==> src/rtl/mlp_if_loader_if.sv <==
// Handshake bundle between the host byte stream / mlp_main and the RAM_IF loader.
// The loader takes the slave view; the upstream/test side takes the master view.
interface mlp_if_loader_if #(
    parameter int ADDR_W = 10,
    parameter int DATA_W = 8
);
    logic              IN_VALID_I;
    logic              IN_READY_O;
    logic [DATA_W-1:0] IN_DATA_I;
    logic              IN_LAST_I;
    logic              RAM_IF_WE_O;
    logic [ADDR_W-1:0] RAM_IF_ADDR_O;
    logic [DATA_W-1:0] RAM_IF_WDATA_O;
    logic              EN_O;
    logic              MLP_DONE_I;
    logic              BUSY_O;
    logic              ERR_O;
    logic [7:0]        FRAME_CNT_O;

    modport slave (
        input  IN_VALID_I, IN_DATA_I, IN_LAST_I, MLP_DONE_I,
        output IN_READY_O, RAM_IF_WE_O, RAM_IF_ADDR_O, RAM_IF_WDATA_O,
               EN_O, BUSY_O, ERR_O, FRAME_CNT_O
    );

    modport master (
        output IN_VALID_I, IN_DATA_I, IN_LAST_I, MLP_DONE_I,
        input  IN_READY_O, RAM_IF_WE_O, RAM_IF_ADDR_O, RAM_IF_WDATA_O,
               EN_O, BUSY_O, ERR_O, FRAME_CNT_O
    );
endinterface

==> src/rtl/mlp_if_loader.sv <==
// Loads one image frame into RAM_IF over a valid/ready stream, then starts the
// MLP and blocks further input until the MLP reports done.
module mlp_if_loader #(
    parameter int NUM_PIX = 784,
    parameter int ADDR_W  = 10,
    parameter int DATA_W  = 8
) (
    input  logic            CK,
    input  logic            RB,
    mlp_if_loader_if.slave  bus
);

    typedef enum logic [1:0] {
        S_IDLE  = 2'b00,
        S_LOAD  = 2'b01,
        S_START = 2'b10,
        S_WAIT  = 2'b11
    } state_t;

    localparam logic [ADDR_W-1:0] LAST_IDX = ADDR_W'(NUM_PIX - 1);

    state_t            state_q, state_d;
    logic [ADDR_W-1:0] idx_q, idx_d;
    logic              we_q, we_d;
    logic [ADDR_W-1:0] addr_q, addr_d;
    logic [DATA_W-1:0] wdata_q, wdata_d;
    logic              en_q, en_d;
    logic              err_q, err_d;
    logic [7:0]        cnt_q, cnt_d;

    logic              ready;
    logic              xfer;
    logic [ADDR_W-1:0] cur_idx;

    // Ready is forced low while reset is held so every output reads 0 in reset.
    assign ready   = RB && ((state_q == S_IDLE) || (state_q == S_LOAD));
    assign xfer    = bus.IN_VALID_I & ready;
    assign cur_idx = (state_q == S_IDLE) ? '0 : idx_q;

    always_comb begin
        state_d = state_q;
        idx_d   = idx_q;
        we_d    = 1'b0;
        addr_d  = addr_q;
        wdata_d = wdata_q;
        en_d    = 1'b0;
        err_d   = err_q;
        cnt_d   = cnt_q;
        case (state_q)
            S_IDLE, S_LOAD: begin
                if (xfer) begin
                    we_d    = 1'b1;
                    addr_d  = cur_idx;
                    wdata_d = bus.IN_DATA_I;
                    if (state_q == S_IDLE) err_d = 1'b0;
                    if (cur_idx == LAST_IDX) begin
                        idx_d = '0;
                        if (bus.IN_LAST_I) begin
                            state_d = S_START;
                        end else begin
                            err_d   = 1'b1;
                            state_d = S_IDLE;
                        end
                    end else if (bus.IN_LAST_I) begin
                        err_d   = 1'b1;
                        idx_d   = '0;
                        state_d = S_IDLE;
                    end else begin
                        idx_d   = cur_idx + ADDR_W'(1);
                        state_d = S_LOAD;
                    end
                end
            end
            S_START: begin
                en_d    = 1'b1;
                state_d = S_WAIT;
            end
            S_WAIT: begin
                if (bus.MLP_DONE_I) begin
                    cnt_d   = cnt_q + 8'd1;
                    state_d = S_IDLE;
                end
            end
            default: state_d = S_IDLE;
        endcase
    end

    always_ff @(posedge CK or negedge RB) begin
        if (!RB) begin
            state_q <= S_IDLE;
            idx_q   <= '0;
            we_q    <= 1'b0;
            addr_q  <= '0;
            wdata_q <= '0;
            en_q    <= 1'b0;
            err_q   <= 1'b0;
            cnt_q   <= '0;
        end else begin
            state_q <= state_d;
            idx_q   <= idx_d;
            we_q    <= we_d;
            addr_q  <= addr_d;
            wdata_q <= wdata_d;
            en_q    <= en_d;
            err_q   <= err_d;
            cnt_q   <= cnt_d;
        end
    end

    assign bus.IN_READY_O     = ready;
    assign bus.RAM_IF_WE_O    = we_q;
    assign bus.RAM_IF_ADDR_O  = addr_q;
    assign bus.RAM_IF_WDATA_O = wdata_q;
    assign bus.EN_O           = en_q;
    assign bus.BUSY_O         = (state_q == S_START) || (state_q == S_WAIT);
    assign bus.ERR_O          = err_q;
    assign bus.FRAME_CNT_O    = cnt_q;

endmodule
==> src/flat_wrapper.sv <==
// flat-port wrapper written by rule: the top's interface ports become plain ports
module mlp_if_loader_flat 
#(
    parameter int NUM_PIX = 784,
    parameter int ADDR_W  = 10,
    parameter int DATA_W  = 8
)
  (CK, RB, bus_IN_VALID_I, bus_IN_DATA_I, bus_IN_LAST_I, bus_MLP_DONE_I, bus_IN_READY_O, bus_RAM_IF_WE_O, bus_RAM_IF_ADDR_O, bus_RAM_IF_WDATA_O, bus_EN_O, bus_BUSY_O, bus_ERR_O, bus_FRAME_CNT_O);
  mlp_if_loader_if #(.ADDR_W(ADDR_W), .DATA_W(DATA_W)) bus_i ();
  input  logic CK;
  input  logic RB;
  input wire logic [$bits(bus_i.IN_VALID_I)-1:0] bus_IN_VALID_I;
  input wire logic [$bits(bus_i.IN_DATA_I)-1:0] bus_IN_DATA_I;
  input wire logic [$bits(bus_i.IN_LAST_I)-1:0] bus_IN_LAST_I;
  input wire logic [$bits(bus_i.MLP_DONE_I)-1:0] bus_MLP_DONE_I;
  output wire logic [$bits(bus_i.IN_READY_O)-1:0] bus_IN_READY_O;
  output wire logic [$bits(bus_i.RAM_IF_WE_O)-1:0] bus_RAM_IF_WE_O;
  output wire logic [$bits(bus_i.RAM_IF_ADDR_O)-1:0] bus_RAM_IF_ADDR_O;
  output wire logic [$bits(bus_i.RAM_IF_WDATA_O)-1:0] bus_RAM_IF_WDATA_O;
  output wire logic [$bits(bus_i.EN_O)-1:0] bus_EN_O;
  output wire logic [$bits(bus_i.BUSY_O)-1:0] bus_BUSY_O;
  output wire logic [$bits(bus_i.ERR_O)-1:0] bus_ERR_O;
  output wire logic [$bits(bus_i.FRAME_CNT_O)-1:0] bus_FRAME_CNT_O;
  assign bus_i.IN_VALID_I = bus_IN_VALID_I;
  assign bus_i.IN_DATA_I = bus_IN_DATA_I;
  assign bus_i.IN_LAST_I = bus_IN_LAST_I;
  assign bus_i.MLP_DONE_I = bus_MLP_DONE_I;
  assign bus_IN_READY_O = bus_i.IN_READY_O;
  assign bus_RAM_IF_WE_O = bus_i.RAM_IF_WE_O;
  assign bus_RAM_IF_ADDR_O = bus_i.RAM_IF_ADDR_O;
  assign bus_RAM_IF_WDATA_O = bus_i.RAM_IF_WDATA_O;
  assign bus_EN_O = bus_i.EN_O;
  assign bus_BUSY_O = bus_i.BUSY_O;
  assign bus_ERR_O = bus_i.ERR_O;
  assign bus_FRAME_CNT_O = bus_i.FRAME_CNT_O;
  mlp_if_loader #(.NUM_PIX(NUM_PIX), .ADDR_W(ADDR_W), .DATA_W(DATA_W)) u_core (.CK(CK), .RB(RB), .bus(bus_i));
endmodule
==> config.mk <==
export PLATFORM = sky130hd
export DESIGN_NAME = mlp_if_loader_flat
export DESIGN_NICKNAME = d
export VERILOG_FILES = /design/src/rtl/mlp_if_loader_if.sv /design/src/rtl/mlp_if_loader.sv /design/src/flat_wrapper.sv
export SDC_FILE = /design/constraint.sdc
export NUM_CORES = 1
export LEC_CHECK = 0
export BUFFER_PORTS_ARGS = -buffer_cell sky130_fd_sc_hd__buf_2
export CAP_MARGIN = 30
export CELL_PAD_IN_SITES_DETAIL_PLACEMENT = 1
export CELL_PAD_IN_SITES_GLOBAL_PLACEMENT = 1
export CORE_MARGIN = 2
export CORE_UTILIZATION = 42
export CTS_BUF_LIST = sky130_fd_sc_hd__clkbuf_4
export CTS_CLUSTER_SIZE = 40
export DETAILED_ROUTE_END_ITERATION = 7
export GPL_TIMING_DRIVEN = 0
export PLACE_DENSITY_LB_ADDON = 0.1
export SYNTH_ARGS = -nofsm -noshare
export SYNTH_HDL_FRONTEND = slang
export SYNTH_SLANG_ARGS = --single-unit
==> constraint.sdc <==
create_clock -name CK -period 2.4 [get_ports CK]
set_input_delay 0.12 -clock CK [delete_from_list [all_inputs] [get_ports CK]]
set_output_delay 0.12 -clock CK [all_outputs]
set_load 0.02 [all_outputs]
; ---- Word level (Yosys, flattened, before mapping)
; Cells that the tools add are included.
; Widths: inputs -> output; s select.
[word_totals]
reg_bits = 41
in_bits = 13
word_cells = 41
[classes]
n_addsub = 2
eq_ne = 6
mux = 16
bitwise_logic = 1
n_reduce_logical = 8
[op_table]
columns = operator, n
row1 = $mux 10, 3
row2 = $add 10x1->10 const B, 1
row3 = $eq 10x10->1 const B, 1
row4 = $add 8x1->8 const B, 1
row5 = $mux 1, 8
row6 = $mux 2, 4
row7 = $pmux 2 s3, 1
row8 = $reduce_and 2->1, 3
row9 = $eq 2x2->1 const B, 2
row10 = $eq 2x1->1 const B, 1
row11 = $logic_not 2->1, 1
row12 = $logic_or 1x1->1, 2
row13 = $ne 2x1->1 const B, 1
row14 = $ne 2x2->1 const B, 1
row15 = $reduce_or 2->1, 1
row16 = $and 1x1->1, 1
row17 = $logic_and 1x1->1, 1

; ---- Longest topological paths before layout
[logic_depth]
depth_word = 6
ltp_mapped = 10
depth_no_buf = 9

; ---- Worst setup path before layout
; No wires, ideal clock.
[synth_path]
kind = flip-flop to flip-flop
start = register u_core.state_q[1]
end = register u_core.idx_q[7]
arrival_time_ns = 1.956
slack_ns = 0.340
path_stages_with_launch = 10
path_buffers = 1
cell_sequence = dfrtp_1 -> or2_1 -> buf_6 -> and2_1 -> ha_1 -> nand2_1 -> nor4_4 -> a211oi_4 -> nand2_2 -> o41ai_2
[synth_between]
elab_chain_len = 5
word_cells_on_any_way = 12
cone_classes = add/sub: 1 / eq/ne: 2 / mux: 3 / bitwise: 1 / reduce/logical: 5
[synth_lines]
columns = element, line_no
row1 = start: declaration, mlp_if_loader.sv:22  ; state_t state_q, state_d;
row2 = start signal: assignment, mlp_if_loader.sv:99  ; state_q <= state_d;
row3 = $logic_not 2->1 *, mlp_if_loader.sv:38  ; assign cur_idx = (state_q == S_IDLE) ? '0 : idx_q;
row4 = $mux 10 *, mlp_if_loader.sv:38
row5 = net u_core.cur_idx[1], mlp_if_loader.sv:33  ; logic [ADDR_W-1:0] cur_idx;
row6 = $add 10x1->10, mlp_if_loader.sv:69  ; idx_d = cur_idx + ADDR_W'(1);
row7 = $mux 10, mlp_if_loader.sv:64  ; end else if (bus.IN_LAST_I) begin
row8 = $mux 10 *, mlp_if_loader.sv:56  ; if (cur_idx == LAST_IDX) begin
row9 = end signal: assignment, mlp_if_loader.sv:100  ; idx_q <= idx_d;
row10 = end: declaration, mlp_if_loader.sv:23  ; logic [ADDR_W-1:0] idx_q, idx_d;
; Mark *: on every way through the listed nets, which the timed path passes. The rest lies on a longest branch.
; A chain may end at the register's enable or synchronous reset.

; ---- Worst setup path after layout
[layout_path]
start = register u_core.state_q[1]
end = register u_core.idx_q[3]
; The elaborated chain is that of the path after synthesis.

==> out/results.ini <==
[detailed_routing]
dr.pass1.iters=4
avgViaCountPerCell=5.24
totalWireLength_mm=4.67
drt_iter0_drc=34
via_count=1582
wl_per_cell_um=15.5
ant_nets=0
drc=0

[global_routing]
track_usage_pct=20.3
grt_max_degree=44
overflow=0
antenna_found_initial=0
grt_pass1_wl_mm=8.05
grt_pass1_vias=1626

[setup_path]
reg2reg_depth=11
r2r_setup_slack_ps=170
crit_type=flip-flop to flip-flop
worstReg2RegStart=u_core.state_q[1]
end_kind=flip-flop
r2r_end=u_core.idx_q[3]
crit_path_start_kind=flip-flop
worstPathRequired_ps=2690
arrival_ps=2520
crit_start=u_core.state_q[1]
cp_max_fo=9
crit_end=u_core.idx_q[3]

[yosys]
yosysUniqueCellTypes=43
synth_edf_count=0
syn_inst=188
yosys_warnings=0
ys_seq_area_share_pct=53.3
async_flop_share_pct=100
syn_nets=203
ys_ff_latch=41
syn_avg_cell_area_um2=10.2
netlist_area_mm2=0.00192
synth_ff_type=dfrtp_1

[finish]
diodes=0
synthToLayoutAreaGrowth_pct=23.7
final_cells=302
drive_gt1_share_pct=28.8
layout.nets=264

[floorplanning]
die_area_mm2=0.00514
io_pins=44
start_util_pct=43.9
rows=24
chipHeight_um=71.7
coreArea_mm2=0.00438
die_w_um=71.7

[cts]
root_buffer=clkbuf_4
numCtsBuffers=5
cts_sinks=41
clkTransAtPathRegs_ps=120
ctsLongestPathBuffers=2
insertion_delay_ps=350
cts_tree=built
ctsResizeCount=0
cts_max_level=2

[sta]
tns_ps=0
fin_crit_sh_pct=93.1
finalClockSkew_ps=12.6
fmax_ghz=0.448
hold_viol=0
worst_pin_slew_ps=464
maxSlewHeadroom_pct=69.1
min_period_ps=2230
finalMaxSlewViolations=0
setup_viol=0
rsz0062_at_grt=false

[placement]
dp.cells=282
place_hpwl_mm=3.34
portBuffers=42
gp_congestion=0.860

[status]
status=finished clean

[power_and_ir_drop]
p_leak_nw=1.20
p_per_area_mw_per_mm2=533
peakVddDrop_mv=0.250

[hold_path]
hold_path.class=primary input to async pin

[job]
cap_violations=0

state kept, by name, summed over array words and instances, names as in the netlist:
signal,cells
u_core.bus.EN_O,1
u_core.bus.ERR_O,1
u_core.bus.FRAME_CNT_O,8
u_core.bus.RAM_IF_ADDR_O,10
u_core.bus.RAM_IF_WDATA_O,8
u_core.bus.RAM_IF_WE_O,1
u_core.idx_q,10
u_core.state_q,2
stage by stage:
step / utilization (%) / setup slack, ps / cell area (µm²) / hold WS [ps] / power [W]
after floorplan: - / 340 / 1920 / -176 / 0.000856
after global placement: 50.2 / 89.2 / 2200 / 307 / 0.000924
after detailed placement: 50.2 / -14.4 / 2200 / 321 / 0.000932
after CTS: 53.8 / 160 / 2360 / 79.8 / 0.00129
after global routing: 54.3 / 8.15 / 2380 / 85.5 / 0.00135
final: 54.3 / 166 / 2380 / 113 / 0.00127
synthesized netlist by cell type, types with 2 or more instances:
cell | number | area (µm²)
clkbuf_1 | 3 | 11.3
nand3_1 | 8 | 40.0
buf_2 | 6 | 30.0
dfrtp_1 | 41 | 1030
a32o_1 | 2 | 20.0
ha_1 | 2 | 25.0
o21ai_0 | 13 | 65.1
inv_1 | 3 | 11.3
nor2_1 | 7 | 26.3
a22o_1 | 3 | 26.3
and3_1 | 2 | 12.5
nand4_1 | 2 | 12.5
nand2_1 | 49 | 184
mux2_2 | 2 | 22.5
xor2_1 | 3 | 26.3
a21oi_1 | 4 | 20.0
nor2b_1 | 3 | 18.8
xnor2_1 | 7 | 61.3
o21ai_1 | 3 | 15.0
o41ai_2 | 2 | 32.5
cells in the final DEF (no fill, tap or decap), types with 3 or more instances in the layout:
cell and n:
nor2b_1 3, inv_1 3, clkbuf_1 3, dfrtp_1 41, buf_2 48, o21ai_0 13, xor2_1 3, o21ai_1 3
xnor2_1 7, clkbuf_4 5, dlygate4sd3_1 9, a22o_1 3, nor2_1 7, a21oi_1 4, nand3_1 8, nand2_1 49
per-layer routing:
metal  part of all wire [%]  global-route usage, %  wire [µm]  up-vias
li1                       -                      -          -      762
met1                     45                   26.1       2120      776
met2                     49                   34.7       2270       39
met3                    4.7                   4.22        220        5
met4                    1.3                   5.66         61        0
met5                      0                      0          0        -
final cells by class:
type                            count  area (µm²)
Tap cell                           52        65.1
Clock buffer                        5        37.5
Fill cell                         516        2000
Multi-Input combinational cell    133         831
Inverter                            3        11.3
Sequential cell                    41        1030
Timing Repair Buffer               54         335
Clock inverter                      3        17.5
Buffer                             11        56.3
how the worst min path moves through the flow:
| stage | start | to | slack, ps |
|---|---|---|---|
| 2_1_floorplan | RB | u_core.bus.EN_O | -180 |
| 3_3_place_gp | RB | u_core.bus.RAM_IF_WDATA_O[4] | 310 |
| 3_5_place_dp | bus_IN_DATA_I[4] | u_core.bus.RAM_IF_WDATA_O[4] | 320 |
| 4_1_cts | bus_MLP_DONE_I | u_core.state_q[1] | 80 |
| 5_1_grt | RB | u_core.bus.RAM_IF_WDATA_O[7] | 90 |
| 6_report | RB | u_core.bus.RAM_IF_WDATA_O[7] | 110 |
critical path: stages (launching register included):
cell and delay, ps:
dfrtp_1 420, or2_1 250, buf_6 150, nand2_1 120, inv_1 60, ha_1 230
nand2_1 170, nor4_4 80, a211oi_4 310, buf_4 190, a21oi_1 70, a31oi_1 130
where the power goes:
| group | internal (W) | leakage (nW) | switching (W) |
|---|---|---|---|
| Sequential | 0.000720 | 0.553 | 0.0000172 |
| Clock | 0.000111 | 0.0310 | 0.000224 |
| Combinational | 0.0000729 | 0.619 | 0.000124 |
| Total | 0.000904 | 1.20 | 0.000365 |
kinds of logic (layout without fill, tap and decap cells):
group / count (synthesis) / in the layout / share of synthesized area [%]
fa+ha+maj: 2 / 2 / 1.30
xor+xnor: 10 / 10 / 4.55
buf+inv: 14 / 76 / 3.51
flops: 41 / 41 / 53.3
mux: 2 / 2 / 1.17
simple gates: 85 / 85 / 23.2
compound gates: 34 / 34 / 12.9
what timing repair did:
item	4_1_cts	5_1_grt
hold endpoints to repair	49	0
buffers inserted	2	0
endpoints found under the setup margin	1	0
hold buffers	9	0
Power figures use the tool's default switching activity.
